**src/rtl/pipe_pkg.sv**
```systemverilog
// ---------------------------------------------------------------------------
// pipe_pkg
// Shared definitions for the EX-stage forwarding/hazard control:
//   - operand-mux select encodings (register file, EX/MEM, MEM/WB)
//   - register-address width
//   - pipeline tracker record and its bubble value
//   - tracker hit helper used by the forwarding comparators
// ---------------------------------------------------------------------------
package pipe_pkg;

    localparam int REG_AW = 5;

    localparam logic [1:0] SEL_REG   = 2'b00;
    localparam logic [1:0] SEL_EXMEM = 2'b01;
    localparam logic [1:0] SEL_MEMWB = 2'b10;

    typedef struct packed {
        logic              valid;
        logic [REG_AW-1:0] dest;
        logic              regwrite;
        logic              memread;
    } trk_t;

    localparam trk_t TRK_BUBBLE = '{
        valid:    1'b0,
        dest:     {REG_AW{1'b0}},
        regwrite: 1'b0,
        memread:  1'b0
    };

    // A tracked instruction can feed source s only if it really writes s;
    // r0 is hard-wired so it is never a forwarding target.
    function automatic logic trk_hit(input trk_t t, input logic [REG_AW-1:0] s);
        return (s != {REG_AW{1'b0}}) && t.valid && t.regwrite && (t.dest == s);
    endfunction

endpackage

```
**src/rtl/fwd_ctrl_unit_fwd_match.sv**
```systemverilog
// ---------------------------------------------------------------------------
// fwd_match
// Pure-combinational forwarding comparator for one EX source operand.
// Ports:
//   src     - source register of the instruction in ID
//   ex_trk  - tracker of the instruction currently in EX
//   mem_trk - tracker of the instruction currently in MEM
//   sel     - mux select the operand will need once it reaches EX
// ---------------------------------------------------------------------------
module fwd_match
    import pipe_pkg::*;
(
    input  logic [REG_AW-1:0] src,
    input  trk_t              ex_trk,
    input  trk_t              mem_trk,
    output logic [1:0]        sel
);

    // Youngest producer wins: the EX instruction will sit in EX/MEM when the
    // consumer executes, the MEM instruction will sit in MEM/WB.
    always_comb begin
        sel = SEL_REG;
        if (trk_hit(ex_trk, src)) begin
            sel = SEL_EXMEM;
        end else if (trk_hit(mem_trk, src)) begin
            sel = SEL_MEMWB;
        end else begin
            sel = SEL_REG;
        end
    end

endmodule

```
**src/rtl/fwd_ctrl_unit.sv**
```systemverilog
// ---------------------------------------------------------------------------
// fwd_ctrl_unit
// Forwarding and load-use hazard control for the EX stage of the 5-stage
// pipeline. Tracks {valid, dest, regwrite, memread} for EX, MEM and WB,
// produces registered operand-mux selects aligned with the EX instruction,
// inserts one bubble on a load-use hazard and counts stalls (saturating).
// Ports:
//   clk, rst_n        - clock (rising edge), async active-low reset
//   id_*              - decoded fields of the instruction in ID
//   flush             - squash the instruction entering EX
//   sel_a, sel_b      - operand A/B mux selects (00 RF, 01 EX/MEM, 10 MEM/WB)
//   stall             - hold PC and IF/ID; a bubble enters EX this cycle
//   ex_dest           - destination of the instruction now in EX
//   ex_regwrite       - EX instruction writes a register (0 for a bubble)
//   stall_count       - load-use stalls since reset, saturating at all-ones
// ---------------------------------------------------------------------------
module fwd_ctrl_unit
    import pipe_pkg::*;
#(
    parameter int CNT_W = 16
)(
    input  logic              clk,
    input  logic              rst_n,
    input  logic              id_valid,
    input  logic [REG_AW-1:0] id_rs,
    input  logic [REG_AW-1:0] id_rt,
    input  logic [REG_AW-1:0] id_dest,
    input  logic              id_regwrite,
    input  logic              id_memread,
    input  logic              flush,
    output logic [1:0]        sel_a,
    output logic [1:0]        sel_b,
    output logic              stall,
    output logic [REG_AW-1:0] ex_dest,
    output logic              ex_regwrite,
    output logic [CNT_W-1:0]  stall_count
);

    localparam logic [CNT_W-1:0] CNT_MAX = {CNT_W{1'b1}};
    localparam logic [CNT_W-1:0] CNT_ONE = {{(CNT_W-1){1'b0}}, 1'b1};

    trk_t             ex_r;
    trk_t             mem_r;
    trk_t             wb_r;
    logic [1:0]       sel_a_r;
    logic [1:0]       sel_b_r;
    logic [CNT_W-1:0] cnt_r;

    trk_t             id_trk_s;
    trk_t             ex_nxt_s;
    logic             bubble_s;
    logic             stall_s;
    logic [1:0]       match_a_s;
    logic [1:0]       match_b_s;
    logic [1:0]       sel_a_nxt_s;
    logic [1:0]       sel_b_nxt_s;

    fwd_match u_match_a (
        .src     (id_rs),
        .ex_trk  (ex_r),
        .mem_trk (mem_r),
        .sel     (match_a_s)
    );

    fwd_match u_match_b (
        .src     (id_rt),
        .ex_trk  (ex_r),
        .mem_trk (mem_r),
        .sel     (match_b_s)
    );

    // Load-use hazard: the load in EX produces its data too late for the ID
    // consumer. Only tracker state and ID inputs feed this (never flush).
    always_comb begin
        stall_s = id_valid && ex_r.valid && ex_r.memread &&
                  (ex_r.dest != {REG_AW{1'b0}}) &&
                  ((ex_r.dest == id_rs) || (ex_r.dest == id_rt));
    end

    // Next EX contents and selects; a bubble always carries 00 selects.
    always_comb begin
        id_trk_s    = '{valid: 1'b1, dest: id_dest,
                        regwrite: id_regwrite, memread: id_memread};
        bubble_s    = flush || stall_s || !id_valid;
        ex_nxt_s    = TRK_BUBBLE;
        sel_a_nxt_s = SEL_REG;
        sel_b_nxt_s = SEL_REG;
        if (bubble_s) begin
            ex_nxt_s    = TRK_BUBBLE;
            sel_a_nxt_s = SEL_REG;
            sel_b_nxt_s = SEL_REG;
        end else begin
            ex_nxt_s    = id_trk_s;
            sel_a_nxt_s = match_a_s;
            sel_b_nxt_s = match_b_s;
        end
    end

    // Tracker pipeline, registered selects and saturating stall counter.
    always_ff @(posedge clk or negedge rst_n) begin
        if (!rst_n) begin
            ex_r    <= TRK_BUBBLE;
            mem_r   <= TRK_BUBBLE;
            wb_r    <= TRK_BUBBLE;
            sel_a_r <= SEL_REG;
            sel_b_r <= SEL_REG;
            cnt_r   <= {CNT_W{1'b0}};
        end else begin
            ex_r    <= ex_nxt_s;
            mem_r   <= ex_r;
            wb_r    <= mem_r;
            sel_a_r <= sel_a_nxt_s;
            sel_b_r <= sel_b_nxt_s;
            if (stall_s && (cnt_r != CNT_MAX)) begin
                cnt_r <= cnt_r + CNT_ONE;
            end else begin
                cnt_r <= cnt_r;
            end
        end
    end

    assign sel_a       = sel_a_r;
    assign sel_b       = sel_b_r;
    assign stall       = stall_s;
    assign ex_dest     = ex_r.dest;
    assign ex_regwrite = ex_r.regwrite;
    assign stall_count = cnt_r;

endmodule

```
**config.mk**
```make
export PLATFORM = sky130hd
export DESIGN_NAME = fwd_ctrl_unit
export DESIGN_NICKNAME = d
export VERILOG_FILES = /design/src/rtl/pipe_pkg.sv /design/src/rtl/fwd_ctrl_unit_fwd_match.sv /design/src/rtl/fwd_ctrl_unit.sv
export SDC_FILE = /design/constraint.sdc
export NUM_CORES = 1
export LEC_CHECK = 0
export CAP_MARGIN = 10
export CORE_MARGIN = 3
export CORE_UTILIZATION = 45
export CTS_CLUSTER_DIAMETER = 80
export DETAILED_ROUTE_END_ITERATION = 10
export PLACE_DENSITY = 0.77
export REMOVE_ABC_BUFFERS = 1
export SYNTH_ARGS = -nofsm -noshare
export SYNTH_HDL_FRONTEND = slang
export SYNTH_SLANG_ARGS = --single-unit
```
**constraint.sdc**
```tcl
create_clock -name clk -period 2.5 [get_ports clk]
set_input_delay 0.375 -clock clk [delete_from_list [all_inputs] [get_ports clk]]
set_output_delay 0.375 -clock clk [all_outputs]
set_load 0.01 [all_outputs]
```
======== After elaboration in Yosys (flattened, before gate mapping) ========
Index checks and enable logic that the tools add are counted.
W data, S select, Z words.
operators by class
  equal/unequal tests ..................... 5
  reductions and logical operators ........ 24
  add/sub/neg operators ................... 1
  mux-type cells .......................... 7
operators by type and width
  kind                     number
  $eq A5 B5 Y1             4
  $logic_and A1 B1 Y1      17
  $add A16 B1 Y16 const B  1
  $ne A16 B16 Y1 const B   1
  $reduce_bool A5 Y1       3
  $mux W2                  6
  $mux W8                  1
  $logic_or A1 B1 Y1       3
  $logic_not A1 Y1         1
storage, ports and cells
  output and inout port bits .............. 27
  logic and storage cells ................. 47
  flip-flop bits (word level) ............. 35

======== Longest topological paths before layout ========
Gate-level depths: netlist of run 1.
  word-level depth ........................ 7
  depth in mapped cells ................... 8
  depth with buffers taken out ............ 7

======== Cells and area by module ========
Synthesis of run 1 repeated with hierarchy kept, for this count alone.
unflattened totals
  cells, all modules ...................... 171
  area, all modules ....................... 1921.8 um^2
by module, submodules not included
  module         area each (um^2)  sequential area each (um^2)  times used  cells each
  fwd_ctrl_unit  1619.1            900.9                        1           137
  fwd_match      151.4             0.0                          2           17

======== Worst setup path before layout of run 1 ========
No wires, ideal clock.
  kind .................................... register -> register
  start ................................... reg ex_r (netlist bit ex_dest[1])
  end ..................................... reg cnt_r[4], in the netlist stall_count[4]
  setup slack ............................. 0.592 ns
  arrival time ............................ 1.781 ns
  library setup time ...................... 0.126 ns
  clock period less this slack ............ 1.908 ns
  cell stages (with the launch flop) ...... 7
  cell sequence ........................... dfrtp_1 -> or4_4 -> o2111ai_4 -> a41o_1 -> o21ba_4 -> and4_1 -> xor2_1
on the way
  longest elaborated chain between the ends .. 4
  elaborated cells on any way between the ends .. 7
  those cells by class .................... 2 x eq/ne; 5 x reduce/logical
ends and longest elaborated chain
  item                                                       RTL line                                  RTL
  start: declaration                                         fwd_ctrl_unit.sv:42                       trk_t ex_r;
  start signal: assignment                                   fwd_ctrl_unit.sv:109                      ex_r <= ex_nxt_s;
  $eq A5 B5 Y1 or $reduce_bool A5 Y1 (tied branches)         fwd_ctrl_unit.sv:77, fwd_ctrl_unit.sv:76
  $logic_or A1 B1 Y1 or $logic_and A1 B1 Y1 (tied branches)  fwd_ctrl_unit.sv:77, fwd_ctrl_unit.sv:75
  $logic_and A1 B1 Y1 (*)                                    fwd_ctrl_unit.sv:76                       (ex_r.dest != {REG_AW{1'b0}}) &&
  $logic_and A1 B1 Y1 (*)                                    fwd_ctrl_unit.sv:114                      if (stall_s && (cnt_r != CNT_MAX)) begin
  end signal: assignment                                     fwd_ctrl_unit.sv:107                      cnt_r <= {CNT_W{1'b0}};
  end signal: assignment                                     fwd_ctrl_unit.sv:115                      cnt_r <= cnt_r + CNT_ONE;
  end signal: assignment                                     fwd_ctrl_unit.sv:117                      cnt_r <= cnt_r;
  end: declaration                                           fwd_ctrl_unit.sv:47                       logic [CNT_W-1:0] cnt_r;
Every way passes the cells marked *; elsewhere a longest branch is shown, timed or not.
A chain may end at the register's enable or synchronous reset.

======== Worst setup path after layout of run 1 ========
  start ................................... reg ex_r (netlist bit ex_dest[2])
  end ..................................... out stall
on the way
  longest elaborated chain between the ends .. 3
  elaborated cells on any way between the ends .. 6
  those cells by class .................... 2 x eq/ne; 4 x reduce/logical
ends and longest elaborated chain
  item                                                       RTL line                                  RTL
  $eq A5 B5 Y1 or $reduce_bool A5 Y1 (tied branches)         fwd_ctrl_unit.sv:77, fwd_ctrl_unit.sv:76
  $logic_or A1 B1 Y1 or $logic_and A1 B1 Y1 (tied branches)  fwd_ctrl_unit.sv:77, fwd_ctrl_unit.sv:75
  $logic_and A1 B1 Y1 (*)                                    fwd_ctrl_unit.sv:76
  end: declaration                                           fwd_ctrl_unit.sv:33                       output logic stall,
Marks and branches as above.

==> results of run 1 <==
## layout make-up
| class | count | area, um^2 |
|---|---|---|
| fillers | 270 | 1127 |
| flip-flops and latches | 35 | 878.3 |
| clock buffers | 5 | 37.54 |
| clock inverters | 3 | 20.02 |
| multi-input cells | 98 | 728.2 |
| repair buffers | 60 | 566.8 |
| well taps | 46 | 57.56 |
## where the power goes
part / internal, mW / total [mW] / switching [mW]
combinational: 0.0700 / 0.121 / 0.0506
clock: 0.107 / 0.301 / 0.193
sequential: 0.576 / 0.587 / 0.0109
## worst max-delay path by stage
stage,start,to,cells after the start
floorplan,ex_dest[1]$_DFF_PN0_,stall_count[4]$_DFFE_PN0P_,6
global placement,id_rt[0],stall,7
detailed placement,id_rt[0],stall,7
CTS,ex_dest[3]$_DFF_PN0_,stall,4
global route,ex_dest[3]$_DFF_PN0_,stall,4
finish,ex_dest[2]$_DFF_PN0_,stall,4
## metal layers
| layer | vias to the layer above | global-route usage, % | share of wire, % |
|---|---|---|---|
| met2 | 34 | 29.99 | 51 |
| met5 | - | 0 | 0 |
| met1 | 598 | 22.26 | 42 |
| li1 | 601 | - | - |
| met3 | 7 | 3.231 | 5.0 |
| met4 | 0 | 6.853 | 1.8 |
## cell usage in the layout (no fill, tap or decap), types with 2 or more instances in the layout
master | Yosys | final
clkinvlp_4 | 0 | 2
nand2_1 | 6 | 6
dfrtp_2 | 0 | 2
or4_1 | 2 | 2
and4_1 | 3 | 3
clkbuf_4 | 0 | 5
dfrtp_1 | 35 | 33
nor3_2 | 0 | 2
and2_1 | 7 | 7
nor4_1 | 2 | 2
xor2_1 | 15 | 15
nand3_1 | 8 | 8
nor2_1 | 9 | 9
and3_1 | 4 | 4
buf_4 | 5 | 13
nor3b_1 | 2 | 2
xnor2_1 | 20 | 20
clkdlybuf4s50_1 | 0 | 46
nand4_1 | 6 | 6
## Yosys cell counts, types with 2 or more instances
cell	instances
and2_1	7
and3_1	4
and4_1	3
buf_4	5
dfrtp_1	35
nand2_1	6
nand3_1	8
nand4_1	6
nor2_1	9
nor3_1	3
nor3b_1	2
nor4_1	2
or4_1	2
xnor2_1	20
xor2_1	15
## worst reg2reg max path, cell delays in order (launching register included)
cell       delay, ns
dfrtp_2         0.45
or4_4           0.53
o2111ai_4       0.24
a41o_1          0.13
o21ba_4         0.21
and4_1          0.22
xor2_1          0.14
## per-stage QoR
stage | util [%] | hold slack, ns | area (um^2) | TNS, ns
after floorplan | - | 0.07941 | 1594 | 0
after global placement | 64.54 | 0.4425 | 2205 | 0
after detailed placement | 64.54 | 0.4487 | 2205 | -0.06889
after CTS | 67.00 | 0.4300 | 2288 | 0
after global routing | 67.00 | 0.4738 | 2288 | 0
final | 67.00 | 0.4307 | 2288 | 0
## repair_timing
action,CTS,global route
resized for setup,5,0
buffers inserted,2,0
setup endpoints to repair,1,0
## registers in the layout (all words and copies together) (netlist names)
name,cells
ex_dest,5
ex_r,2
ex_regwrite,1
mem_r,7
sel_a,2
sel_b,2
stall_count,16
## logic make-up (layout without fill, tap and decap cells)
logic type      count (synthesis)  after routing
compound gates                  5              5
fa+ha+maj                       1              1
buf+inv                         6             68
flops                          35             35
xor+xnor                       35             35
simple gates                   56             56
mux                             1              1
==> summary.md, run 1 <==
| Metric | Value |
|---|---|
| Status | completed |
| WP data required | 2.12 ns |
| Tightest Pin Transition | 0.4202 ns |
| CTS tree | yes |
| CTS H-tree depth | 2 |
| Clk slew on worst S/H paths | 0.11 ns |
| Tcrit/Tclk final | 91.69% |
| Worst-Skew Late Latency | 0.34 ns |
| Slowest library cell on the worst path | or4_4 |
| Power density over cell area | 440.7 nW/um^2 |
| Nets | 222 |
| Final WS setup | 0.2078 ns |
| Avg Synthesized Cell Area | 11.82 um^2 |
| Max Cap Viol | 0 |
| Worst rel slew slack | 71.89% |
| Initial Utilization | 48.10% |
| TritonCTS Buffers | 5 |
| Yosys cell types | 27 |
| Critical path launch point type | flip-flop |
| RSZ-0062 raised after global routing | false |
| Post-Synth Simple-Gate Area | 19.42% |
| Largest net degree at the start of global routing | 36 |
| Post-synth ARST share | 100.0% |
| Post-synthesis cell area | 1643 um^2 |
| EDFF count, synth | 0 |
| Antenna cells | 0 |
| Crit Path Category | flip-flop to primary output |
| Overall routed net length | 3512 um |
| Clock root buffer | clkbuf_4 |
| Vias per Instance | 5.020 |
| Worst-path cell chain | or4_4 > o2111ai_4 > nor2_1 > dlygate4sd2_1 |
| Top cells by area, synth | dfrtp_1 53%, xnor2_1 11%, xor2_1 8.0% |
| CP bufs+invs | 1 |
| Final Skew | 0.01141 ns |
| Post-DR wirelength/cell | 14.22 um |
| Ys Warns | 0 |
| Crit. End Element | primary output |
| Total GRT Usage | 17.72% |
| Top delay family on crit path | simple AND/OR/NAND/NOR gates |
| Hold WC Path Type | input port to async pin |
| Reg2Reg Setup Slack | 0.47 ns |
| FF+latch count, synth | 35 |
| Total grt overflow | 0 |
| VDD IR-drop max | 340.3 uV |
| I/O pin cnt | 48 |
| Post-Syn Instances | 139 |
| Number of DRC markers in iteration 0 | 32 |
| FF-to-FF path depth | 6 |
| Critical Path AT | 1.92 ns |
| Slowest Stage Delay on Critical Path | 0.53 ns |
| Layout cell share with drive strength beyond 1 | 14.43% |
| PortBufs | 47 |
| Placed Instances | 237 |
| Area growth from synthesis to layout | 39.30% |
| First-pass GRT wire length | 5789 um |
| DRT Pass-1 Iters | 4 |
| Synth Area in Compound Gates | 4.189% |
| Slew Limit Fails | 0 |
| Bufs on Longest Clock Path | 2 |
| Hold-fix buffers, CTS | 0 |
| Reg2Reg Capture Point | stall_count[4]$_DFFE_PN0P_ |
| Largest area contributor in the netlist | dfrtp_1 |
| P_leak | 0.9929 nW |
| Mux share of post-synthesis cell area | 0.6855% |
| Final setup vio count | 0 |
| Max Clk Rate | 436.3 MHz |
| DP Wirelength | 2720 um |
| Gpl congestion | 0.9179 |
| Crit path time final | 2.292 ns |
| Vias in the first global route | 1214 |
| Site row count | 21 |
| Power consumption | 1.009 mW |
| Total number of vias | 1240 |
| DRC errors left | 0 |
| Critical path fanouts, max | 5 |
| Final std cells w/o fill | 247 |
| Post-DRT Antenna Nets | 0 |
| Prevailing post-synth register cell | dfrtp_1 |
| Yosys top cell area share | 53.31% |
| Worst r2r src | ex_dest[2]$_DFF_PN0_ |
| Xor/xnor share of the synthesized area | 18.66% |
| Endpoints failing hold | 0 |
| Largest family of logic cells by synthesized area | simple AND/OR/NAND/NOR gates |
| Seq/Total Area, Yosys | 53.31% |
| Die extent in y | 66.42 um |
| Die width | 66.42 um |
| Adder-cell share of the synthesized area | 0.7616% |
| Clock tree sinks | 35 |
| Die area | 4412 um^2 |
| Post-place setup slack | -0.06889 ns |
| Core Area | 3416 um^2 |
| Initial antenna violation count | 0 |
(Power assumes the default switching activity.)
==> inputs of run 2 (changes only) <==
Settings changed: CORE_MARGIN 3 to 5.
==> run 2 against run 1 <==
Critical path depth is 3 higher. Via count grew 0.16%. Clock skew shrank 0.0066 ns. Total power is 9.1% higher. Largest cell class unchanged.
==> summary.md, run 2 (same netlist as run 1, synthesis figures left out) <==
| Metric | Value |
|---|---|
| Core Area | 3606 um^2 (was 3416 um^2) |
| Bufs on Longest Clock Path | 2 (unchanged) |
| Final Skew | 0.004774 ns (was 0.01141 ns) |
| RSZ-0062 raised after global routing | false (unchanged) |
| Final WS setup | 0.3353 ns (was 0.2078 ns) |
| Clk slew on worst S/H paths | 0.07 ns (was 0.11 ns) |
| Power density over cell area | 473.8 nW/um^2 (was 440.7 nW/um^2) |
| Vias per Instance | 4.988 (was 5.020) |
| I/O pin cnt | 48 (unchanged) |
| Max Clk Rate | 462.0 MHz (was 436.3 MHz) |
| Max Cap Viol | 0 (unchanged) |
| Critical Path AT | 2.34 ns (was 1.92 ns) |
| Status | completed (unchanged) |
| Commonest cells after routing, fill and taps aside | 46 x clkdlybuf4s50_1, 33 x dfrtp_1, 20 x xnor2_1 (unchanged) |
| TritonCTS Buffers | 5 (unchanged) |
| Total number of vias | 1242 (was 1240) |
| Final setup vio count | 0 (unchanged) |
| Slew Limit Fails | 0 (unchanged) |
| Tightest Pin Transition | 0.4463 ns (was 0.4202 ns) |
| Hold WC Path Type | flip-flop to flip-flop (was input port to async pin) |
| Vias in the first global route | 1302 (was 1214) |
| Endpoints failing hold | 0 (unchanged) |
| Commonest non-fill, non-tap cell in the layout | clkdlybuf4s50_1 (unchanged) |
| Clock tree sinks | 35 (unchanged) |
| Worst rel slew slack | 70.25% (was 71.89%) |
| Max FFs per register | 16 (unchanged) |
| Layout cell share with drive strength beyond 1 | 13.93% (was 14.43%) |
| Critical path launch point type | flip-flop (unchanged) |
| CTS H-tree depth | 2 (unchanged) |
| Hold WS | 0.4564 ns (was 0.4307 ns) |
| Die extent in y | 70.42 um (was 66.42 um) |
| Critical path fanouts, max | 14 (was 5) |
| P_leak | 1.021 nW (was 0.9929 nW) |
| Overall routed net length | 3671 um (was 3512 um) |
| DRC errors left | 0 (unchanged) |
| DP Wirelength | 2854 um (was 2720 um) |
| WP data required | 2.67 ns (was 2.12 ns) |
| Post-route cell area | 2322 um^2 (was 2288 um^2) |
| Initial antenna violation count | 0 (unchanged) |
| PortBufs | 47 (unchanged) |
| Power consumption | 1.100 mW (was 1.009 mW) |
| Worst-Skew Late Latency | 0.29 ns (was 0.34 ns) |
| VDD IR-drop max | 531.4 uV (was 340.3 uV) |
| Clock root buffer | clkbuf_8 (was clkbuf_4) |
| Post-DR wirelength/cell | 14.74 um (was 14.22 um) |
| Total grt overflow | 0 (unchanged) |
| DP Area | 2215 um^2 (was 2205 um^2) |
| Largest net degree at the start of global routing | 36 (unchanged) |
| Antenna cells | 0 (unchanged) |
| Final std cells w/o fill | 249 (was 247) |
| Hold-fix buffers, CTS | 0 (unchanged) |
| Gpl congestion | 0.8203 (was 0.9179) |
| Post-place setup slack | -0.03157 ns (was -0.06889 ns) |
| Final core utilization | 64.40% (was 67.00%) |
| Area growth from synthesis to layout | 41.36% (was 39.30%) |
| Die width | 70.42 um (was 66.42 um) |
| Crit path time final | 2.165 ns (was 2.292 ns) |
| Crit. End Element | flip-flop (was primary output) |
| Initial Utilization | 45.56% (was 48.10%) |
| Tcrit/Tclk final | 86.59% (was 91.69%) |
| Nets | 222 (unchanged) |
| Site row count | 22 (was 21) |
| Post-DRT Antenna Nets | 0 (unchanged) |
| Die area | 4959 um^2 (was 4412 um^2) |
| Number of DRC markers in iteration 0 | 94 (was 32) |
| TNS Setup | 0 ns (unchanged) |
| Crit Path Category | flip-flop to flip-flop (was flip-flop to primary output) |
| DRT Pass-1 Iters | 4 (unchanged) |
| CTS tree | yes (unchanged) |
| Total GRT Usage | 16.64% (was 17.72%) |
| First-pass GRT wire length | 6389 um (was 5789 um) |
| Placed Instances | 240 (was 237) |
==> run 2: repair_timing <==
action,in CTS,in global routing
hold endpoints to repair,0,0
setup endpoints to repair,1,1
setup buffers,1,0
gates cloned,0,0
gates resized for setup,4,1
pin swaps,1,2
==> run 2: routing by layer <==
metal / track usage, % / vias up / wire length (um) / share of wire [%]
met4: 5.957 / 0 / 55 / 1.5
met1: 21.74 / 615 / 1569 / 43
met5: 0 / - / 0 / 0
met3: 5.180 / 6 / 158 / 4.3
li1: - / 593 / - / -
met2: 25.88 / 28 / 1888 / 51
==> run 2: worst paths after layout <==
check	to	start	cells after the start	slack [ns]
worst min-delay path	mem_r[1]$_DFF_PN0_	ex_regwrite$_DFF_PN0_	0	0.46
worst max register to register	stall_count[4]$_DFFE_PN0P_	ex_dest[1]$_DFF_PN0_	7	0.34
worst max-delay path	stall_count[4]$_DFFE_PN0P_	ex_dest[1]$_DFF_PN0_	7	0.34
worst min register to register	mem_r[1]$_DFF_PN0_	ex_regwrite$_DFF_PN0_	0	0.46
min in group asynchronous	sel_b[0]$_DFF_PN0_	rst_n	2	0.51
max in group asynchronous	ex_dest[2]$_DFF_PN0_	rst_n	2	1.66
==> run 2: worst max-delay path, cell delays in order, from the launching register on <==
cell       delay [ns]
dfrtp_2          0.45
or4_4            0.56
o2111ai_4        0.23
buf_4            0.16
a41o_1           0.09
o21ba_4          0.20
and4_1           0.22
xor2_1           0.14
==> run 2: final cells by class <==
class                      count  area (um^2)
clock inverter                 2        12.51
sequential                    35        878.3
fill                         299         1284
clock buffer                   6        72.57
tap                           48        60.06
multi-input combinational     98        728.2
timing repair buffer          60        570.5
==> run 2: report_power, final <==
part | internal [mW] | switching, mW | total, mW | leakage, nW
Combinational | 0.0696 | 0.0472 | 0.117 | 0.503
Sequential | 0.577 | 0.0133 | 0.590 | 0.477
Clock | 0.194 | 0.199 | 0.393 | 0.0412
Total | 0.841 | 0.259 | 1.10 | 1.02
==> inputs of run 3 (changes only) <==
Settings changed: RECOVER_POWER from default to 100.
==> run 3 against run 2 <==
Combinational power is essentially flat. Clock power hardly changed. First-iteration DRC count down 7.4%. Cell count stayed put. Flip-flop and latch count did not move. Count of clock-buffer cells in the layout is the same. Critical path depth shrank 3. Design area down 0.48%. Critical endpoint is now stall. Wire length is essentially flat. Core utilization down 0.31 points. Hold slack got worse by 0.0013 ns. Total power fell by 0.25%.
==> summary.md, run 3 (same netlist as run 1, synthesis figures left out) <==
| Metric | Value |
|---|---|
| Worst-Skew Late Latency | 0.29 ns (about the same) |
| CTS H-tree depth | 2 (unchanged) |
| RSZ-0062 raised after global routing | false (unchanged) |
| Clk slew on worst S/H paths | 0.07 ns (about the same) |
| Filler Cell Count | 305 (was 299) |
| Largest net degree at the start of global routing | 36 (unchanged) |
| Total GRT Usage | 16.64% (unchanged) |
| Switching Share | 23.68% (was 23.58%) |
| Final std cells w/o fill | 249 (unchanged) |
| Layout cell share with drive strength beyond 1 | 12.44% (was 13.93%) |
| Crit path time final | 2.277 ns (was 2.165 ns) |
| Internal power | 0.8375 mW (was 0.8407 mW) |
| Max FFs per register | 16 (unchanged) |
| Area growth from synthesis to layout | 40.67% (was 41.36%) |
| Core Area | 3606 um^2 (unchanged) |
| Final setup vio count | 0 (unchanged) |
| Hold depth | 0 (unchanged) |
| WHS Endpoint | mem_r[1]$_DFF_PN0_ (unchanged) |
| Slew Limit Fails | 0 (unchanged) |
| Post-place setup slack | -0.03157 ns (unchanged) |
| Post-DR wirelength/cell | 14.76 um (was 14.74 um) |
| DP Area | 2215 um^2 (unchanged) |
| Post-DRT Antenna Nets | 0 (unchanged) |
| Worst rel slew slack | 42.35% (was 70.25%) |
| Post-route cell area | 2311 um^2 (was 2322 um^2) |
| Placed Instances | 240 (unchanged) |
| WP data required | 2.12 ns (was 2.67 ns) |
| Reg2Reg Setup Slack | 0.25 ns (was 0.34 ns) |
| Sequential Power Share | 53.7% (was 53.6%) |
| Max Cap Viol | 0 (unchanged) |
| Tightest Pin Transition | 0.8648 ns (was 0.4463 ns) |
| Endpoints failing hold | 0 (unchanged) |
| Power density over cell area | 474.9 nW/um^2 (was 473.8 nW/um^2) |
| DP Wirelength | 2854 um (unchanged) |
| Clock root buffer | clkbuf_8 (unchanged) |
| Crit. End Element | primary output (was flip-flop) |
| Commonest cells after routing, fill and taps aside | 35 x dfrtp_1, 27 x dlygate4sd3_1, 20 x xnor2_1 (was 46 x clkdlybuf4s50_1, 33 x dfrtp_1, 20 x xnor2_1) |
| Crit Path Category | flip-flop to primary output (was flip-flop to flip-flop) |
| Status | completed (unchanged) |
| PortBufs | 47 (unchanged) |
| Final WS setup | 0.2234 ns (was 0.3353 ns) |
| DRT Pass-1 Iters | 4 (unchanged) |
| Vias per Instance | 4.944 (was 4.988) |
| Nets | 222 (unchanged) |
| CTS tree | yes (unchanged) |
| Die width | 70.42 um (unchanged) |
| Worst r2r src | ex_dest[1]$_DFF_PN0_ (unchanged) |
| Psw | 0.2599 mW (was 0.2595 mW) |
| Reg2Reg Capture Point | stall_count[4]$_DFFE_PN0P_ (unchanged) |
| Clock tree sinks | 35 (unchanged) |
| Commonest non-fill, non-tap cell in the layout | dfrtp_1 (was clkdlybuf4s50_1) |
| Antenna cells | 0 (unchanged) |
| Bufs on Longest Clock Path | 2 (unchanged) |
| Overall routed net length | 3674 um (was 3671 um) |
| Comb pwr share | 10.4% (was 10.6%) |
| Hold-fix buffers, CTS | 0 (unchanged) |
| P_leak | 1.083 nW (was 1.021 nW) |
| Tcrit/Tclk final | 91.06% (was 86.59%) |
| TritonCTS Buffers | 5 (unchanged) |
| VDD IR-drop max | 527.6 uV (was 531.4 uV) |
| Die extent in y | 70.42 um (unchanged) |
| Vias in the first global route | 1302 (unchanged) |
| CP Launch Point | ex_dest[1]$_DFF_PN0_ (unchanged) |
| I/O pin cnt | 48 (unchanged) |
| Critical path launch point type | flip-flop (unchanged) |
| Hold WC Path Type | flip-flop to flip-flop (unchanged) |
| Site row count | 22 (unchanged) |
| DRC errors left | 0 (unchanged) |
| Max Clk Rate | 439.3 MHz (was 462.0 MHz) |
| Initial Utilization | 45.56% (unchanged) |
| FF-to-FF path depth | 7 (unchanged) |
| Final Skew | 0.007450 ns (was 0.004774 ns) |
| Die area | 4959 um^2 (unchanged) |
| First-pass GRT wire length | 6389 um (unchanged) |
| Critical path fanouts, max | 5 (was 14) |
| Gpl congestion | 0.8203 (unchanged) |
| Hold Startpoint | ex_regwrite$_DFF_PN0_ (unchanged) |
| Total grt overflow | 0 (unchanged) |
| Critical Path AT | 1.90 ns (was 2.34 ns) |
| Number of DRC markers in iteration 0 | 87 (was 94) |
| Clock power share | 35.9% (was 35.8%) |
| Total number of vias | 1231 (was 1242) |
| Initial antenna violation count | 0 (unchanged) |
[run 3: cell count changes in the layout (fill, tap and decap cells not counted), sizes merged]
cell           previous run  this run
clkdlybuf4s50            46        19
clkdlybuf4s25             0         1
dlygate4sd3               0        27
clkbuf                    6         8
buf                      13        11
dlymetal6s2s              1         0
[run 3: worst max-delay path, stage by stage (launching register included)]
cell             delay, ns
dfrtp_1               0.44
or4_4                 0.57
o2111ai_4             0.23
nor2_1                0.08
clkdlybuf4s25_1       0.30
[run 3: cell type report]
class	instances	area (um^2)	area share, %
repair buffers	60	561.8	24.31
well taps	48	60.06	2.599
clock buffers	6	72.57	3.140
multi-input cells	98	728.2	31.51
flip-flops and latches	35	875.8	37.90
clock inverters	2	12.51	0.5414
[run 3: per-layer routing]
layer  vias to the layer above  part of all wire (%)  GRT usage (%)
met5                         -                     0              0
met4                         0                   1.4          5.957
met3                         5                   3.9          5.180
met2                        25                    51          25.88
met1                       605                    44          21.74
li1                        596                     -              -
[run 3: worst max-delay path by stage]
stage / endpoint / slack [ns] / depth (start not counted)
6_report: stall / 0.22 / 4
5_1_grt: stall / 0.13 / 4
4_1_cts: stall / 0.02 / 7
3_5_place_dp: stall / -0.03 / 7
3_3_place_gp: stall / -0.004 / 7
2_1_floorplan: stall_count[4]$_DFFE_PN0P_ / 0.51 / 6
[run 3: timing repair]
action,4_1_cts,5_1_grt
buffers inserted,1,0
gates cloned,0,0
hold endpoints to repair,0,0
gates resized for setup,4,1
endpoints found under the setup margin,1,1
pin swaps,1,2
[run 3: power groups by stage]
stage	clock, mW	sequential [mW]	combinational [mW]
2_1_floorplan	0	0.599	0.0367
3_3_place_gp	0	0.601	0.115
3_5_place_dp	0	0.601	0.116
4_1_cts	0.408	0.590	0.118
5_1_grt	0.432	0.591	0.126
6_report	0.394	0.590	0.114
[run 3: per-stage QoR]
stage / power (mW) / setup TNS (ns) / utilization, % / hold WS, ns
5_1_grt: 1.149 / 0 / 64.09 / 0.4754
4_1_cts: 1.117 / 0 / 64.33 / 0.4617
3_3_place_gp: 0.7151 / -0.003530 / 61.42 / 0.4484
2_1_floorplan: 0.6361 / 0 / - / 0.07941
6_report: 1.097 / 0 / 64.09 / 0.4551
3_5_place_dp: 0.7169 / -0.03157 / 61.42 / 0.4451
